### config.mk
export PLATFORM = sky130hd
export DESIGN_NAME = gfx_cmd_sequencer
export DESIGN_NICKNAME = d
export VERILOG_FILES = /design/src/rtl/gfx_cmd_sequencer_pkg.sv /design/src/rtl/gfx_cmd_fifo.sv /design/src/rtl/gfx_cmd_sequencer.sv
export SDC_FILE = /design/constraint.sdc
export NUM_CORES = 1
export LEC_CHECK = 0
export BUFFER_PORTS_ARGS = -buffer_cell sky130_fd_sc_hd__clkbuf_2
export CAP_MARGIN = 10
export CORE_ASPECT_RATIO = 1.4
export CORE_MARGIN = 2
export CORE_UTILIZATION = 26
export DETAILED_ROUTE_END_ITERATION = 16
export GPL_TIMING_DRIVEN = 0
export PLACE_DENSITY_LB_ADDON = 0.05
export SYNTH_ARGS = -nofsm -noshare
export SYNTH_HDL_FRONTEND = slang
export SYNTH_SLANG_ARGS = --single-unit
### constraint.sdc
create_clock -name clk -period 8.6 [get_ports clk]
set_clock_uncertainty 0.05 [all_clocks]
set_input_delay 0.86 -clock clk [delete_from_list [all_inputs] [get_ports clk]]
set_output_delay 0.86 -clock clk [all_outputs]
set_load 0.03 [all_outputs]
### src/rtl/gfx_cmd_sequencer_pkg.sv
// rtl/gfx_cmd_sequencer_pkg.sv - shared constants, command word layout and FSM states
package gfx_cmd_sequencer_pkg;

  localparam int COORD_W   = 10;
  localparam int COLOR_W   = 32;
  localparam int CMD_W     = 1 + COLOR_W + 4 * COORD_W;

  // Command word layout, LSB first: y1, x1, y0, x0, color, fill flag
  localparam int Y1_LSB    = 0;
  localparam int X1_LSB    = Y1_LSB + COORD_W;
  localparam int Y0_LSB    = X1_LSB + COORD_W;
  localparam int X0_LSB    = Y0_LSB + COORD_W;
  localparam int COLOR_LSB = X0_LSB + COORD_W;
  localparam int FILL_BIT  = COLOR_LSB + COLOR_W;

  typedef enum logic [2:0] {
    S_IDLE    = 3'd0,
    S_L_COLOR = 3'd1,
    S_L_X0    = 3'd2,
    S_L_Y0    = 3'd3,
    S_L_X1    = 3'd4,
    S_L_Y1    = 3'd5,
    S_L_TRIG  = 3'd6,
    S_F_FILL  = 3'd7
  } state_t;

endpackage

### src/rtl/gfx_cmd_fifo.sv
// rtl/gfx_cmd_fifo.sv - synchronous command FIFO with full/empty/count
module gfx_cmd_fifo #(
  parameter int WIDTH = 8,
  parameter int DEPTH = 8,
  localparam int PTR_W = $clog2(DEPTH)
) (
  input  logic             clk,
  input  logic             rst,
  input  logic             push,
  input  logic [WIDTH-1:0] wdata,
  input  logic             pop,
  output logic [WIDTH-1:0] rdata,
  output logic             full,
  output logic             empty,
  output logic [PTR_W:0]   count
);

  logic [WIDTH-1:0] mem [DEPTH];
  logic [PTR_W-1:0] wr_ptr;
  logic [PTR_W-1:0] rd_ptr;
  logic             do_push;
  logic             do_pop;

  assign full    = (count == (PTR_W+1)'(DEPTH));
  assign empty   = (count == '0);
  assign do_push = push & ~full;
  assign do_pop  = pop & ~empty;
  assign rdata   = mem[rd_ptr];

  // Storage array; contents need no reset since count gates every read
  always_ff @(posedge clk) begin
    if (do_push) mem[wr_ptr] <= wdata;
  end

  // Pointers wrap naturally at the power-of-two depth; count tracks occupancy
  always_ff @(posedge clk) begin
    if (!rst) begin
      wr_ptr <= '0;
      rd_ptr <= '0;
      count  <= '0;
    end else begin
      if (do_push) wr_ptr <= wr_ptr + 1'b1;
      if (do_pop)  rd_ptr <= rd_ptr + 1'b1;
      case ({do_push, do_pop})
        2'b10:   count <= count + 1'b1;
        2'b01:   count <= count - 1'b1;
        default: count <= count;
      endcase
    end
  end

endmodule

### src/rtl/gfx_cmd_sequencer.sv
// rtl/gfx_cmd_sequencer.sv - queues FILL/LINE commands and replays them onto the engine ports
module gfx_cmd_sequencer
  import gfx_cmd_sequencer_pkg::*;
#(
  parameter int FIFO_DEPTH = 8,
  localparam int PTR_W = $clog2(FIFO_DEPTH)
) (
  input  logic               clk,
  input  logic               rst,
  input  logic               cmd_valid,
  output logic               cmd_ready,
  input  logic               cmd_is_fill,
  input  logic [31:0]        cmd_color,
  input  logic [COORD_W-1:0] cmd_x0,
  input  logic [COORD_W-1:0] cmd_y0,
  input  logic [COORD_W-1:0] cmd_x1,
  input  logic [COORD_W-1:0] cmd_y1,
  input  logic               line_ready,
  input  logic               filler_ready,
  output logic [31:0]        line_color,
  output logic [COORD_W-1:0] line_point,
  output logic               line_color_valid,
  output logic               line_x0_valid,
  output logic               line_y0_valid,
  output logic               line_x1_valid,
  output logic               line_y1_valid,
  output logic               line_trigger,
  output logic [23:0]        filler_color,
  output logic               filler_valid,
  output logic               busy,
  output logic [PTR_W:0]     fifo_count
);

  state_t           state_q, state_d;
  logic [CMD_W-1:0] cmd_q;
  logic [CMD_W-1:0] fifo_rdata;
  logic             fifo_full;
  logic             fifo_empty;
  logic             pop;
  logic             push;

  // Ready is held low during reset so no command slips in before release
  assign cmd_ready = rst & ~fifo_full;
  assign push      = cmd_valid & cmd_ready;
  assign busy      = (state_q != S_IDLE) | ~fifo_empty;

  gfx_cmd_fifo #(
    .WIDTH (CMD_W),
    .DEPTH (FIFO_DEPTH)
  ) u_fifo (
    .clk   (clk),
    .rst   (rst),
    .push  (push),
    .wdata ({cmd_is_fill, cmd_color, cmd_x0, cmd_y0, cmd_x1, cmd_y1}),
    .pop   (pop),
    .rdata (fifo_rdata),
    .full  (fifo_full),
    .empty (fifo_empty),
    .count (fifo_count)
  );

  // State and the command being replayed; reset abandons any in-flight command
  always_ff @(posedge clk) begin
    if (!rst) begin
      state_q <= S_IDLE;
      cmd_q   <= '0;
    end else begin
      state_q <= state_d;
      if (pop) cmd_q <= fifo_rdata;
    end
  end

  // Next state and strobes decode from registered state only; ready only steers advance
  always_comb begin
    state_d          = state_q;
    pop              = 1'b0;
    line_color       = '0;
    line_point       = '0;
    line_color_valid = 1'b0;
    line_x0_valid    = 1'b0;
    line_y0_valid    = 1'b0;
    line_x1_valid    = 1'b0;
    line_y1_valid    = 1'b0;
    line_trigger     = 1'b0;
    filler_color     = '0;
    filler_valid     = 1'b0;
    case (state_q)
      S_IDLE: begin
        if (!fifo_empty) begin
          pop     = 1'b1;
          state_d = fifo_rdata[FILL_BIT] ? S_F_FILL : S_L_COLOR;
        end
      end
      S_L_COLOR: begin
        line_color       = cmd_q[COLOR_LSB +: 32];
        line_color_valid = 1'b1;
        if (line_ready) state_d = S_L_X0;
      end
      S_L_X0: begin
        line_color    = cmd_q[COLOR_LSB +: 32];
        line_point    = cmd_q[X0_LSB +: COORD_W];
        line_x0_valid = 1'b1;
        if (line_ready) state_d = S_L_Y0;
      end
      S_L_Y0: begin
        line_color    = cmd_q[COLOR_LSB +: 32];
        line_point    = cmd_q[Y0_LSB +: COORD_W];
        line_y0_valid = 1'b1;
        if (line_ready) state_d = S_L_X1;
      end
      S_L_X1: begin
        line_color    = cmd_q[COLOR_LSB +: 32];
        line_point    = cmd_q[X1_LSB +: COORD_W];
        line_x1_valid = 1'b1;
        if (line_ready) state_d = S_L_Y1;
      end
      S_L_Y1: begin
        line_color    = cmd_q[COLOR_LSB +: 32];
        line_point    = cmd_q[Y1_LSB +: COORD_W];
        line_y1_valid = 1'b1;
        if (line_ready) state_d = S_L_TRIG;
      end
      S_L_TRIG: begin
        line_color   = cmd_q[COLOR_LSB +: 32];
        line_trigger = 1'b1;
        if (line_ready) state_d = S_IDLE;
      end
      S_F_FILL: begin
        filler_color = cmd_q[COLOR_LSB +: 24];
        filler_valid = 1'b1;
        if (filler_ready) state_d = S_IDLE;
      end
      default: state_d = S_IDLE;
    endcase
  end

endmodule
==> impl_metrics.ini, run 1 <==
[power]
p_leak_nw = 9.97
total_power_mw = 9.30
power.density_mw_per_mm2 = 298
vdd_drop_max_uv = 134

[global_route]
grt_first_pass_wirelength_mm = 103
grt_use_total = 0.142
grt_antenna_before_repair = 4
grt_max_degree = 22
grt_overflow = 0
grt_pass1_vias = 13900

[timing]
fin_ws_ns = 4.51
worst_pin_slew_ns = 1.09
period_needed_ns = 4.09
rsz0062_at_grt = false
report.final.hold_viol_count = 0
holdWs_ns = 0.440
max-slew-margin-rel = 0.274
finalCritPeriodShare = 0.476
fmaxAchievable_ghz = 0.245
slew_violations = 0
setup_viol = 0

[worst_setup_path]
critPathCaptureType = primary output
slowest_stage = a21boi_0
crit_buf_inv = 3
cpLargestDelayFamily = buffers and inverters
cpPeakStageDelay_ns = 0.56
crit_path_max_fanout = 10
worst_r2r_path_depth = 13
crit_path_start_kind = register
crit_type = reg -> out
cp.arrival_ns = 3.18
crit_cells = 7
cp_cell_sequence = buf_2 -> nand2_1 -> nor2_1 -> clkbuf_1 -> a22oi_1 -> a21boi_0 -> clkbuf_2
required_ns = 7.69

[place]
io_buffer_count = 155
placed_area_mm2 = 0.0288
globalplace.congestion = 0.745
dp_hpwl_mm = 48.2
dp_worst_setup_slack_ns = 4.63

[routing]
wl_met1_mm = 32.1
dr.pass1.iters = 5
avgViaCountPerCell = 4.46
top_layer = met5
dr_wl_met2_mm = 34.9
drtIter0Drc = 931
vias = 13200
route.met3.wl_mm = 3.37
antenna_left = 0
wirelength_mm = 71.7
drc = 0
wl_per_cell_um = 24.3

[clocking]
cts_root_buffer = clkbuf_16
cts_htree_levels = 3
clock-sinks = 672
cts_buffers = 74
cts_tree = built
cts.clk_slew.worst_paths_ns = 0.06
insertion_delay_ns = 0.62
clk_path_buf_depth = 3
cts_setup_buffers = 0
hold_buffers = 0
ctsResizeCount = 0

[yosys]
syn_area_mm2 = 0.0256
synth_common_cells = 584 x edfxtp_1, 145 x mux4_2, 88 x dfxtp_1
ys_seq_elements = 672
yosysUniqueCellTypes = 44
yosysMostFrequentCell = edfxtp_1
postSynthCellCount = 1305
synthArstFlopShare = 0
synth_nets = 1389
synth_edf_count = 584
post-synth-top-area-cell = edfxtp_1
ys_seq_area_frac = 0.754
synthFlopType = edfxtp_1
netlist_top_cells_area = edfxtp_1 68%, mux4_2 13%, dfxtp_1 6.9%
avgSynthCellArea_um2 = 19.6
yosys_warnings = 0
synth_top_area_share = 0.685

[floorplan]
core_mm2 = 0.0978
die_y_um = 375
rows = 136
num_io_pins = 157
initial_core_util = 0.262
die_w_um = 269
die-area_mm2 = 0.101

[run_status]
status = completed

[cells_and_area]
fin_area_mm2 = 0.0312
drive_gt1_frac = 0.304
layout.nets = 1665
area_delta_synth_final_pct = 21.9
final_util = 0.319

[worst_hold_path]
whs_path_depth = 2
hp-class = reg -> reg

[run]
cap_violations = 0
-- flip-flops by register name, summed over array words and instances (netlist names), named ones only --
| signal | count |
|---|---|
| u_fifo.wr_ptr | 3 |
| u_fifo.mem | 584 |
| cmd_q | 72 |
| u_fifo.count | 4 |
| state_q | 3 |
| u_fifo.rd_ptr | 3 |
-- final cells by class --
class / count / area (µm²)
Multi-Input combinational cell: 548 / 5970
Tap cell: 1311 / 1640
Inverter: 5 / 18.8
Timing Repair Buffer: 200 / 1530
Clock buffer: 103 / 2100
Sequential cell: 672 / 19300
Clock inverter: 32 / 273
Antenna cell: 1 / 2.50
Fill cell: 9518 / 66600
Buffer: 80 / 379
-- where the power goes --
group          leakage, nW  switching [mW]  internal [mW]
clock network         1.16            1.29           1.86
logic                 2.81            1.33          0.850
registers             6.00           0.173           3.80
-- logic make-up (layout without fill, tap and decap cells) --
logic type / Yosys count / count (layout) / share of synthesized area
buffers and inverters: 85 / 420 / 0.0155
other: 0 / 1 / 0
and+or+nand+nor: 111 / 111 / 0.0245
muxes: 222 / 222 / 0.158
xor gates and xnor gates: 5 / 5 / 0.00171
adders and majority gates: 6 / 6 / 0.00293
DFF: 672 / 672 / 0.754
AOI/OAI and AO/OA: 204 / 204 / 0.0441
-- worst paths after layout --
path	start	to	slack [ns]
max reg2reg	u_fifo.count[1]	u_fifo.count[2]	5.39
max	state_q[1]	line_point[6]	4.51
min	u_fifo.rd_ptr[1]	register	0.44
min reg2reg	u_fifo.rd_ptr[1]	register	0.44
-- tightest hold or removal path, cell delays in order (launching register included) --
cell and delay (ns):
dfxtp_1 0.31, nand2_1 0.05, a21oi_1 0.07
-- per-stage QoR --
step / instances / setup TNS, ns
global placement: 2771 / -1536.41
floorplan: 1305 / 0
global route: 2951 / 0
detailed placement: 2816 / 0
finish: 2952 / 0
CTS: 2951 / 0
-- per-layer routing --
metal / global-route usage / vias to the layer above
met5: 0 / -
met4: 0.0399 / 8
met3: 0.0278 / 83
met2: 0.234 / 300
met1: 0.190 / 6922
li1: - / 5866
-- placed cells by master, fill, tap and decap left out, drive strengths merged, types with 6 or more instances in the layout --
cell type	synthesis	final
nor2	17	17
a21boi	11	11
nand3	7	7
a22oi	20	20
buf	38	83
clkinv	1	26
mux2i	77	77
mux4	145	145
nand2	9	9
clkbuf	42	300
edfxtp	584	584
and2	57	57
ha	6	6
o21ai	81	81
dfxtp	88	88
a21oi	81	81
Note: power is estimated with default switching activity, not from simulation.
==> run 2, diff against run 1 <==
- clock period: 8.6 -> 3.7 ns (I/O delays scaled with it)
==> impl_metrics.ini, run 2 (synthesis gave the netlist of run 1 again) <==
[worst_setup_path]
crit_path_start_kind = register
worst_r2r_path_depth = 8
critPathCaptureType = primary output
rr_endpoint = u_fifo.mem[0][3]
crit_path_max_fanout = 10
ff2ff_setup_slack_ns = 0.46
cp.arrival_ns = 3.10
required_ns = 3.28
r2r-start = u_fifo.count[1]
crit_type = reg -> out

[clocking]
clk_path_buf_depth = 3
cts.clk_slew.worst_paths_ns = 0.06
clock-sinks = 672
cts_buffers = 75
cts_tree = built
insertion_delay_ns = 0.62
cts_htree_levels = 3
cts_root_buffer = clkbuf_16
cts_setup_buffers = 0

[routing]
wl_per_cell_um = 24.3
dr.pass1.iters = 5
avgViaCountPerCell = 4.46
drtIter0Drc = 801
wirelength_mm = 73.3
antenna_left = 0
drc = 0
vias = 13500

[worst_hold_path]
hold_end = state_q[1]
hp-class = in -> reg
min_from = line_ready
whs_path_depth = 3

[cells_and_area]
antennaDiodeCount = 0
area_delta_synth_final_pct = 25.2
largest_registers = u_fifo.mem x584, cmd_q x72, u_fifo.count x4
final_util = 0.328
drive_gt1_frac = 0.292
mostFrequentLayoutCell = edfxtp_1
fin_cells = 3019
layout.nets = 1731
layout_common_cells = 584 x edfxtp_1, 162 x clkbuf_2, 145 x mux4_2
largest_reg_flops = 584
nFillCells = 9503
regMostFlops = u_fifo.mem

[timing]
fmaxAchievable_ghz = 0.284
period_needed_ns = 3.52
setup_viol = 0
finalCritPeriodShare = 0.952
worst_pin_slew_ns = 1.17
fin_ws_ns = 0.176
rsz0062_at_grt = false
report.final.hold_viol_count = 0
fin_tns_setup_ns = 0
max-slew-margin-rel = 0.219
slew_violations = 0

[power]
power.density_mw_per_mm2 = 677
p_seq_frac = 0.425
p_comb_frac = 0.239
total_power_mw = 21.7
p_int_mw = 15.1
clkPwrFrac = 0.335
p_leak_nw = 10.3
vdd_drop_max_uv = 238
power.switching_mw = 6.59
switching_share = 0.304

[floorplan]
initial_core_util = 0.262
num_io_pins = 157
die_y_um = 375
core_mm2 = 0.0978
die_w_um = 269
die-area_mm2 = 0.101
rows = 136

[global_route]
grt_antenna_before_repair = 1
grt_use_total = 0.145
grt_pass1_vias = 14400
grt_first_pass_wirelength_mm = 105
grt_max_degree = 21
grt_overflow = 0

[place]
globalplace.congestion = 0.713
io_buffer_count = 155
dp_hpwl_mm = 47.9
place_inst = 2808
dp_worst_setup_slack_ns = 0.295

[run]
cap_violations = 0

[run_status]
status = completed
[run 2: changes by cell type in the layout (fill, tap and decap cells not counted), moves of 4 or more]
cell / change
dlygate4sd3_1: +73
buf_6: -19
buf_16: +11
clkinv_1: -8
clkbuf_1: +5
inv_6: +4
[run 2: timing repair]
item                                    4_1_cts  5_1_grt
hold buffers                                 73        0
resized for setup                             2        3
endpoints found under the setup margin        2       10
endpoints found under the hold margin       584        0
[run 2: cell type report]
class                   instances  area (µm²)  area share
repair buffers                265        2380      0.0742
flip-flops and latches        672       19300       0.602
plain buffers                  80         382      0.0119
clock buffers                 107        2070      0.0645
inverters                       5        18.8    0.000585
clock inverters                31         284     0.00886
multi-input cells             548        5990       0.187
well taps                    1311        1640      0.0512
[run 2: layer usage]
metal,vias to the layer above,wire length [µm],track usage
met1,7083,32900,0.191
met4,2,1350,0.0427
li1,6005,-,-
met3,74,3240,0.0268
met2,304,35800,0.242
met5,-,11,0
[run 2: how the worst max path moves through the flow]
stage                                from           endpoint  slack (ns)
after global routing           state_q[1]      line_point[5]        0.13
final                          state_q[1]      line_point[5]        0.18
after CTS                      state_q[1]      line_color[1]        0.01
after floorplan           u_fifo.count[1]   u_fifo.mem[2][0]       -0.13
after global placement                rst  u_fifo.mem[2][14]       -3.30
after detailed placement              rst   u_fifo.mem[0][9]        0.29
[run 2: per-stage QoR]
| stage | hold slack (ns) | cell area, µm² |
|---|---|---|
| after detailed placement | 0.428 | 29000 |
| after CTS | 0.157 | 32100 |
| final | 0.214 | 32100 |
| after floorplan | 0.404 | 25700 |
| after global routing | 0.226 | 32100 |
| after global placement | 0.432 | 28100 |
[run 2: critical path: stages (launching register included)]
cell,delay [ns]
dfxtp_1,0.46
buf_2,0.27
nand2_1,0.07
nor2_1,0.28
clkbuf_2,0.33
a22oi_1,0.18
a21boi_0,0.57
clkbuf_2,0.32
[run 2: power groups by stage]
stage | clock network [mW] | registers [mW] | logic (mW)
global placement | 0 | 9.39 | 5.14
finish | 7.28 | 9.22 | 5.19
global route | 7.81 | 9.29 | 5.68
CTS | 7.56 | 9.23 | 5.37
floorplan | 0 | 9.22 | 3.42
detailed placement | 0 | 9.39 | 5.27
